--- config.mk ---
export PLATFORM = sky130hd
export DESIGN_NAME = branch_resolve_unit
export DESIGN_NICKNAME = d
export VERILOG_FILES = /design/src/rtl/br_pkg.sv /design/src/rtl/branch_cmp.sv /design/src/rtl/branch_resolve_unit.sv
export SDC_FILE = /design/constraint.sdc
export NUM_CORES = 1
export LEC_CHECK = 0
export ABC_CLOCK_PERIOD_IN_PS = 2800
export BUFFER_PORTS_ARGS = -buffer_cell sky130_fd_sc_hd__buf_2
export CORE_MARGIN = 2
export CORE_UTILIZATION = 26
export DETAILED_ROUTE_END_ITERATION = 10
export GPL_ROUTABILITY_DRIVEN = 0
export GPL_TIMING_DRIVEN = 0
export PLACE_DENSITY = 0.52
export SLEW_MARGIN = 20
export SYNTH_ARGS = -nofsm -noshare
export SYNTH_HDL_FRONTEND = slang
export SYNTH_SLANG_ARGS = --single-unit
--- constraint.sdc ---
create_clock -name i_clk -period 2.8 [get_ports i_clk]
set_clock_uncertainty 0.1 [all_clocks]
set_input_delay 0.14 -clock i_clk [delete_from_list [all_inputs] [get_ports i_clk]]
set_output_delay 0.14 -clock i_clk [all_outputs]
set_load 0.02 [all_outputs]
--- src/rtl/br_pkg.sv ---
// Shared definitions for the branch resolve unit: ex_op encodings, 2-bit
// counter states and the saturating counter update.
package br_pkg;

    localparam logic [2:0] OP_EQ     = 3'b000;
    localparam logic [2:0] OP_NE     = 3'b001;
    localparam logic [2:0] OP_NEVER  = 3'b010;
    localparam logic [2:0] OP_ALWAYS = 3'b011;
    localparam logic [2:0] OP_LT     = 3'b100;
    localparam logic [2:0] OP_GE     = 3'b101;
    localparam logic [2:0] OP_LTU    = 3'b110;
    localparam logic [2:0] OP_GEU    = 3'b111;

    typedef enum logic [1:0] {
        SNT = 2'b00,
        WNT = 2'b01,
        WT  = 2'b10,
        ST  = 2'b11
    } cnt_t;

    function automatic logic [1:0] sat_update(input logic [1:0] cnt, input logic taken);
        logic [1:0] result;
        if (taken) begin
            result = (cnt == 2'(ST)) ? 2'(ST) : cnt + 2'd1;
        end else begin
            result = (cnt == 2'(SNT)) ? 2'(SNT) : cnt - 2'd1;
        end
        return result;
    endfunction

endpackage

--- src/rtl/branch_cmp.sv ---
// Combinational branch condition evaluator: (a, b, op) -> taken.
module branch_cmp
    import br_pkg::*;
#(
    parameter int XLEN = 32
) (
    input  logic [XLEN-1:0] i_a,
    input  logic [XLEN-1:0] i_b,
    input  logic [2:0]      i_op,
    output logic            o_taken
);

    always_comb begin
        o_taken = 1'b0;
        case (i_op)
            OP_EQ:     o_taken = (i_a == i_b);
            OP_NE:     o_taken = (i_a != i_b);
            OP_NEVER:  o_taken = 1'b0;
            OP_ALWAYS: o_taken = 1'b1;
            OP_LT:     o_taken = ($signed(i_a) <  $signed(i_b));
            OP_GE:     o_taken = ($signed(i_a) >= $signed(i_b));
            OP_LTU:    o_taken = (i_a <  i_b);
            OP_GEU:    o_taken = (i_a >= i_b);
            default:   o_taken = 1'b0;
        endcase
    end

endmodule

--- src/rtl/branch_resolve_unit.sv ---
// Resolves EX-stage branches into a registered result (direction, mispredict,
// redirect PC) and trains a bimodal 2-bit BHT that fetch reads combinationally.
module branch_resolve_unit
    import br_pkg::*;
#(
    parameter int         XLEN      = 32,
    parameter int         BHT_DEPTH = 64,
    parameter int         PC_LSB    = 2,
    parameter logic [1:0] CNT_INIT  = 2'b01
) (
    input  logic            i_clk,
    input  logic            i_reset,
    input  logic [XLEN-1:0] i_lookup_pc,
    output logic            o_lookup_taken,
    input  logic            i_ex_valid,
    input  logic [XLEN-1:0] i_ex_a,
    input  logic [XLEN-1:0] i_ex_b,
    input  logic [2:0]      i_ex_op,
    input  logic [XLEN-1:0] i_ex_pc,
    input  logic [XLEN-1:0] i_ex_target,
    input  logic            i_ex_pred_taken,
    input  logic            i_stall,
    input  logic            i_flush,
    output logic            o_res_valid,
    output logic            o_res_taken,
    output logic            o_res_mispredict,
    output logic [XLEN-1:0] o_res_redirect_pc,
    output logic [XLEN-1:0] o_res_pc
);

    localparam int IDX_W = (BHT_DEPTH > 1) ? $clog2(BHT_DEPTH) : 1;

    logic [1:0]      r_bht [BHT_DEPTH];
    logic            r_res_valid;
    logic            r_res_taken;
    logic            r_res_mispredict;
    logic [XLEN-1:0] r_res_redirect_pc;
    logic [XLEN-1:0] r_res_pc;

    logic             w_taken;
    logic [IDX_W-1:0] w_lookup_idx;
    logic [IDX_W-1:0] w_ex_idx;
    logic [XLEN-1:0]  w_redirect_pc;
    logic             w_capture;
    logic             w_train;
    logic             w_unused;

    branch_cmp #(
        .XLEN (XLEN)
    ) u_cmp (
        .i_a     (i_ex_a),
        .i_b     (i_ex_b),
        .i_op    (i_ex_op),
        .o_taken (w_taken)
    );

    // Upper PC bits deliberately alias into the same entry.
    assign w_lookup_idx   = i_lookup_pc[PC_LSB +: IDX_W];
    assign w_ex_idx       = i_ex_pc[PC_LSB +: IDX_W];
    assign o_lookup_taken = r_bht[w_lookup_idx][1];
    assign w_unused       = ^i_lookup_pc;

    assign w_redirect_pc = w_taken ? i_ex_target : i_ex_pc + XLEN'(4);
    assign w_capture     = !i_flush && !i_stall;
    assign w_train       = w_capture && i_ex_valid && (i_ex_op[2:1] != 2'b01);

    always_ff @(posedge i_clk) begin
        if (i_reset) begin
            r_res_valid       <= 1'b0;
            r_res_taken       <= 1'b0;
            r_res_mispredict  <= 1'b0;
            r_res_redirect_pc <= '0;
            r_res_pc          <= '0;
        end else if (i_flush) begin
            r_res_valid      <= 1'b0;
            r_res_mispredict <= 1'b0;
        end else if (!i_stall) begin
            r_res_valid       <= i_ex_valid;
            r_res_taken       <= w_taken;
            r_res_mispredict  <= i_ex_valid && (w_taken != i_ex_pred_taken);
            r_res_redirect_pc <= w_redirect_pc;
            r_res_pc          <= i_ex_pc;
        end
    end

    // Lookup reads the pre-update counter; the trained value appears next cycle.
    always_ff @(posedge i_clk) begin
        if (i_reset) begin
            for (int i = 0; i < BHT_DEPTH; i++) begin
                r_bht[i] <= CNT_INIT;
            end
        end else if (w_train) begin
            r_bht[w_ex_idx] <= sat_update(r_bht[w_ex_idx], w_taken);
        end
    end

    assign o_res_valid       = r_res_valid;
    assign o_res_taken       = r_res_taken;
    assign o_res_mispredict  = r_res_mispredict;
    assign o_res_redirect_pc = r_res_redirect_pc;
    assign o_res_pc          = r_res_pc;

endmodule

==> results_dict.tcl, run 1 <==
set metrics [dict create \
    path_max_fanout 2 \
    multi_input_area_um2 5770 \
    yosysWarnings 0 \
    synth_fp_nets 1352 \
    synth_top_family_by_area "simple AND/OR/NAND/NOR gates" \
    p_total_mw 7.47 \
    r2r-start "r_bht[30][1]$_SDFFCE_PN0P_" \
    drv_cap 0 \
    grt_max_degree 17 \
    drive_gt1_share_pct 29.2 \
    setup_viol 1 \
    grt_use_met1_pct 21.9 \
    p_leak_nw 5.57 \
    avgSynthCellArea_um2 9.87 \
    rsz0062_at_grt "true" \
    ys_seq_elements 195 \
    htree_levels 4 \
    num_vias 10300 \
    synthToLayoutAreaGrowth_pct 31.0 \
    worst_slew_pin_slew_ns 1.30 \
    cts_buffers 17 \
    regArea_um2 5180 \
    hold_viol 0 \
    crit_start "r_bht[59][1]$_SDFFCE_PN0P_" \
    cts_tree "done" \
    antenna_found_initial 0 \
    critPathKind "flop to primary output" \
    clock-root-buffer "clkbuf_16" \
    use_met3_pct 5.91 \
    worst_ep_required_time_ns 2.56 \
    reg2reg_depth 9 \
    totalWireLength_um 40500 \
    crit_path_end "o_lookup_taken" \
    startpoint_type "flop" \
    yosys.area_share.simple_pct 21.3 \
    relSlewSlack_pct 13.2 \
    fp.dieW_um 213 \
    synth_mux_area_share_pct 10.5 \
    grt.total_usage_pct 18.0 \
    numPortBuffers 204 \
    synth_edf_count 128 \
    wl_per_cell_um 19.8 \
    die_y_um 213 \
    holdCritPathClass "primary input to flop" \
    post-route-min-period_ns 2.83 \
    die_area_um2 45300 \
    drtIter0Drc 770 \
    status "finished, violations left" \
    synth-adder-area-share_pct 3.84 \
    power_density_nw_per_um2 502 \
    antenna_cells 0 \
    rows 76 \
    arrival_ns 2.59 \
    fmax_mhz 354 \
    synth_ff_type "edfxtp_1" \
    violations "negative setup slack" \
    syn_inst 1150 \
    grt_pass1_wl_um 60900 \
    synth_xor_area_share_pct 2.01 \
    avgViaCountPerCell 5.04 \
    pin_count 237 \
    grt_overflow 0 \
    start_util_pct 26.3 \
    slew_viol_final 0 \
    fin_crit_sh_pct 101 \
    top_usage_layer "met2" \
    synth_compound_area_share_pct 10.7 \
    final_nets 1649 \
    finalWorstSetupSlack_ns -0.0257 \
    critPathCaptureType "primary output" \
    r2r_slack_ns 0.01 \
    grt_pass1_vias 10500 \
    timing.rr.end "r_bht[19][0]$_SDFFCE_PN1P_" \
    final.setup.tns_ns -0.0257 \
    drc 0 \
    ys_types 60 \
    irDropWorstVdd_v 0.000445 \
    core_area_um2 43100 \
    clk_latency_ns 0.45 \
    dp_hpwl_um 31000 \
    met2_usage_pct 29.7 \
    cts.clk_slew.worst_paths_ns 0.07 \
    async_reset_ff_share_pct 0 \
    firstDrtPassIters 5 \
    synth_area_um2 11300 \
    numClockSinks 195 \
    drt.antenna.violating_nets 0 \
    clockBufferDepth 2 \
    nFillCells 4430 \
    synth-seq-area-share_pct 45.7 \
]
-- state kept, by name (all words and copies together) (netlist names) --
name	flops
o_res_pc	32
o_res_mispredict	1
o_res_valid	1
r_bht	128
o_res_taken	1
o_res_redirect_pc	32
-- routing by layer --
layer,wire (um),up-vias
met4,972,0
met3,3580,59
met5,0,-
li1,-,4768
met2,19400,441
met1,16500,5042
-- synthesized netlist by cell type, types with 16 or more instances --
| cell type | instances | area, um2 |
|---|---|---|
| or2_2 | 31 | 194 |
| dfxtp_1 | 67 | 1340 |
| nand2b_1 | 33 | 206 |
| mux2i_1 | 21 | 210 |
| nand4_1 | 16 | 100 |
| ha_1 | 33 | 413 |
| mux4_2 | 39 | 878 |
| buf_2 | 18 | 90.1 |
| nand3_1 | 57 | 285 |
| xnor2_1 | 16 | 140 |
| edfxtp_1 | 128 | 3840 |
| nor3_1 | 41 | 205 |
| inv_1 | 40 | 150 |
| nand2_1 | 170 | 638 |
| o221ai_1 | 31 | 272 |
| nor2_1 | 83 | 312 |
| a21oi_1 | 87 | 435 |
| o21ai_0 | 31 | 155 |
| clkbuf_1 | 54 | 203 |
-- what timing repair did --
action,in CTS,in global routing
endpoints found under the hold margin,56,0
gates resized for setup,28,63
gates cloned,0,4
buffers inserted,2,11
setup endpoints to repair,156,165
hold buffers,59,0
pin swaps,1,18
-- cells by family (layout without fill, tap and decap cells) --
kind of cell,count (synthesis),count (layout)
buffers and inverters,140,450
flip-flops,195,195
AND/OR/NAND/NOR,490,490
adder cells (fa/ha/maj),35,35
multiplexers,69,69
XOR/XNOR,26,26
AO/OA/AOI/OAI,195,195
-- how the worst min path moves through the flow --
| stage | from | to | cells past startpoint |
|---|---|---|---|
| after global placement | i_flush | o_res_valid$_SDFFE_PP0N_ | 2 |
| after floorplan | i_flush | o_res_valid$_SDFFE_PP0N_ | 1 |
| after CTS | i_ex_target[27] | o_res_redirect_pc[27]$_SDFFE_PP0P_ | 3 |
| after global routing | i_ex_target[23] | o_res_redirect_pc[23]$_SDFFE_PP0P_ | 3 |
| final | i_ex_target[27] | o_res_redirect_pc[27]$_SDFFE_PP0P_ | 3 |
| after detailed placement | i_flush | o_res_valid$_SDFFE_PP0N_ | 2 |
-- power breakdown --
group          total, mW  switching, mW  internal, mW  leakage (nW)
clock               2.59           1.17          1.42         0.312
sequential          3.21         0.0581          3.15          1.70
combinational       1.67          0.959         0.711          3.56
total               7.47           2.19          5.28          5.57
-- through the flow --
| stage | util, % | worst slack [ns] | hold slack (ns) | cell area, um2 | std cells |
|---|---|---|---|---|---|
| 5_1_grt | 34.5 | -0.0892 | 0.0280 | 14900 | 2045 |
| 3_5_place_dp | 30.4 | -1.01 | 0.283 | 13100 | 1939 |
| 6_report | 34.5 | -0.0257 | 0.0152 | 14900 | 2045 |
| 4_1_cts | 33.4 | -0.0143 | 0.0140 | 14400 | 2031 |
| 3_3_place_gp | 30.4 | -0.997 | 0.276 | 13100 | 1939 |
| 2_1_floorplan | - | 0.129 | 0.119 | 11300 | 1150 |
-- worst max-delay path, cell delays in order (launching register included) --
cell and delay (ns):
edfxtp_1 0.43, mux4_2 0.51, mux4_2 0.56, mux4_2 0.50, buf_6 0.15
-- layout make-up --
cell class / instances / area share, %
Tap cell: 585 / 4.92
Multi-Input combinational cell: 815 / 38.8
Clock buffer: 23 / 3.50
Sequential cell: 195 / 34.9
Clock inverter: 9 / 0.631
Timing Repair Buffer: 280 / 12.3
Buffer: 97 / 3.94
Inverter: 41 / 1.03
-- layout by cell type, fill, tap and decap left out, types with 8 or more instances in the layout --
master and count:
buf_2 216, o221ai_1 30, mux4_2 39, nand3_1 48, nor2_1 80, clkbuf_2 11, mux2i_1 20, nor3_1 39
mux2_2 8, inv_1 40, buf_4 22, a21o_1 12, xnor2_1 16, nand2_1 170, clkbuf_16 23, dlygate4sd3_1 59
o21ai_0 27, a21oi_1 82, dfxtp_1 67, ha_1 27, or2_2 31, edfxtp_1 128, nand4_1 16, nand2b_1 33
buf_6 9, clkbuf_1 45, xor2_1 10
Power figures use the tool's default switching activity.
==> run 2, diff against run 1 <==
Settings changed: ABC_AREA from default to 1.
==> results_dict.tcl, run 2 <==
set metrics [dict create \
    cp_common_cell "o21ai_0" \
    nFillCells 4720 \
    crit_chain "clkbuf_1 -> clkbuf_1 -> o21ai_0 -> o21ai_0 -> o21ai_0 -> o22ai_1 -> nor2_1 -> o31ai_1 -> buf_2" \
    synthTopCellsByArea "edfxtp_1 33%, dfxtp_1 11%, nand2_1 9.4%, inv_1 7.5%, nor2_1 6.5%" \
    arrival_ns 2.41 \
    grt.total_usage_pct 19.3 \
    final_cells 2415 \
    wl_per_cell_um 18.8 \
    p_leak_nw 6.17 \
    rsz0062_at_grt "false" \
    antenna_found_initial 3 \
    numClockSinks 195 \
    drc 0 \
    slew_viol_final 0 \
    clockBufferDepth 2 \
    drt.antenna.violating_nets 0 \
    drv_cap 0 \
    holdCritPathClass "primary input to flop" \
    hold_viol 0 \
    critPathCaptureType "primary output" \
    startpoint_type "primary input" \
    dp.cells 2321 \
    final.setup.tns_ns 0 \
    multi_input_area_um2 5130 \
    final_util_pct 33.1 \
    fmax_mhz 377 \
    irDropWorstVdd_v 0.000455 \
    final_common_cell "nand2_1" \
    ys_seq_elements 195 \
    worst_ep_required_time_ns 2.56 \
    yosysMostFrequentCell "nand2_1" \
    drive_gt1_share_pct 18.3 \
    drtIter0Drc 1126 \
    synth-seq-area-share_pct 44.3 \
    grt_max_degree 19 \
    grt_pass1_vias 11600 \
    synth_area_um2 11700 \
    async_reset_ff_share_pct 0 \
    firstDrtPassIters 6 \
    die_y_um 216 \
    syn_inst 1524 \
    synth_top_area_cell "edfxtp_1" \
    worst-path-buf-inv 3 \
    critPathKind "primary input to primary output" \
    numPortBuffers 205 \
    yosysTopAreaCellShare_pct 32.9 \
    power_density_nw_per_um2 492 \
    grt_overflow 0 \
    num_vias 11800 \
    rows 77 \
    synth_common_cells "293 x nand2_1, 234 x inv_1, 204 x nor2_1" \
    timing.rr.end "r_bht[31][0]$_SDFFCE_PN1P_" \
    p_total_mw 7.22 \
    r2r_slack_ns 0.44 \
    synthToLayoutAreaGrowth_pct 25.4 \
    totalWireLength_um 45400 \
    final_cell_mix "292 x nand2_1, 234 x inv_1, 217 x buf_2" \
    largest_reg_flops 128 \
    reg2reg_depth 9 \
    dp_hpwl_um 33700 \
    cts_buffers 17 \
    synth_ff_type "edfxtp_1" \
    relSlewSlack_pct 35.1 \
    start_util_pct 26.4 \
    fin_crit_sh_pct 94.7 \
    min_from "i_ex_target[10]" \
    htree_levels 4 \
    clock-root-buffer "clkbuf_16" \
    cts_tree "done" \
    crit_family "buffers and inverters" \
    cpMaxStageDelayCell "o31ai_1" \
    fp.dieW_um 216 \
    clk_latency_ns 0.46 \
    avgViaCountPerCell 4.88 \
    regArea_um2 5180 \
    ys_types 52 \
    avgSynthCellArea_um2 7.67 \
    post-route-min-period_ns 2.65 \
    crit_path_max_incr_delay_ns 0.54 \
    synth_edf_count 128 \
    synth_fp_nets 1726 \
    crit_start "i_lookup_pc[2]" \
    grt_pass1_wl_um 68500 \
    holdWs_ns 0.0139 \
    pin_count 237 \
    die_area_um2 46700 \
    setup_viol 0 \
    core_area_um2 44300 \
    r2r-start "r_bht[47][1]$_SDFFCE_PN0P_" \
    cts.clk_slew.worst_paths_ns 0.08 \
    status "complete, no violations" \
    worst_slew_pin_slew_ns 0.974 \
    final_nets 2011 \
    top_register "r_bht" \
    holdPathStages 5 \
    path_max_fanout 10 \
    yosysWarnings 0 \
    hold_end "o_res_redirect_pc[10]$_SDFFE_PP0P_" \
]
-- run 2: changes by cell type in the layout (fill, tap and decap cells not counted), moves of 16 or more --
cell	previous run	this run
nand2_1	170	292
nand3_1	48	143
inv_1	40	234
o221ai_1	30	1
or2_2	31	1
nor2_2	3	32
o21ai_0	27	80
nand2b_1	33	0
mux4_2	39	0
nor2_1	80	203
mux2i_1	20	0
buf_4	22	6
nor3_1	39	19
-- run 2: how the worst max path moves through the flow --
stage	endpoint	slack (ns)	cells past startpoint
5_1_grt	r_bht[33][0]$_SDFFCE_PN1P_	0.007	15
4_1_cts	r_bht[31][0]$_SDFFCE_PN1P_	0.01	14
2_1_floorplan	r_bht[0][0]$_SDFFCE_PN1P_	0.38	16
3_5_place_dp	r_bht[31][0]$_SDFFCE_PN1P_	-0.47	14
3_3_place_gp	r_bht[39][0]$_SDFFCE_PN1P_	-0.45	14
6_report	o_lookup_taken	0.15	9
-- run 2: where the power goes --
group / internal [mW] / switching, mW
combinational: 0.530 / 0.989
clock: 1.25 / 1.25
sequential: 3.15 / 0.0577
total: 4.93 / 2.29
-- run 2: layout make-up --
| class | count | area share (%) |
|---|---|---|
| Sequential cell | 195 | 35.3 |
| Multi-Input combinational cell | 1006 | 35.0 |
| Timing Repair Buffer | 266 | 11.2 |
| Inverter | 247 | 6.34 |
| Tap cell | 592 | 5.05 |
| Buffer | 76 | 3.24 |
| Clock buffer | 17 | 2.90 |
| Clock inverter | 15 | 0.981 |
| Antenna cell | 1 | 0.0171 |
-- run 2: cells by family (layout without fill, tap and decap cells) --
| kind of cell | count (synthesis) | count (layout) | share of synthesized area [%] |
|---|---|---|---|
| other | 0 | 1 | 0 |
| DFF | 195 | 195 | 44.3 |
| and+or+nand+nor | 729 | 729 | 27.4 |
| AOI/OAI and AO/OA | 219 | 219 | 10.9 |
| adders and majority gates | 33 | 33 | 3.53 |
| buffers and inverters | 323 | 621 | 12.0 |
| xor gates and xnor gates | 25 | 25 | 1.87 |
-- run 2: per-stage QoR --
| step | instance area, um2 | setup WS (ns) |
|---|---|---|
| 2_1_floorplan | 11700 | 0.378 |
| 3_3_place_gp | 13500 | -0.446 |
| 3_5_place_dp | 13500 | -0.475 |
| 4_1_cts | 14600 | 0.0138 |
| 5_1_grt | 14700 | 0.00692 |
| 6_report | 14700 | 0.149 |
-- run 2: per-layer routing --
metal | up-vias | global-route usage, % | share of wire (%)
li1 | 5553 | - | -
met3 | 94 | 4.14 | 8.9
met4 | 6 | 6.12 | 2.8
met5 | - | 0 | 0.086
met1 | 5544 | 24.8 | 42
met2 | 590 | 32.4 | 47
-- run 2: timing repair --
action                                  4_1_cts  5_1_grt
buffers inserted                              0        0
endpoints found under the setup margin        0      125
hold endpoints to repair                     57        0
hold buffers                                 61        0
gates resized for setup                       0       10
-- run 2: worst register-to-register path, cell delays in order (launching register included) --
cell      delay [ns]
edfxtp_1        0.46
a221oi_1        0.35
nand3_1         0.12
nand2_1         0.11
nand2_1         0.06
clkinv_1        0.07
nand3b_4        0.09
nand2_2         0.28
buf_2           0.34
nand3_1         0.12
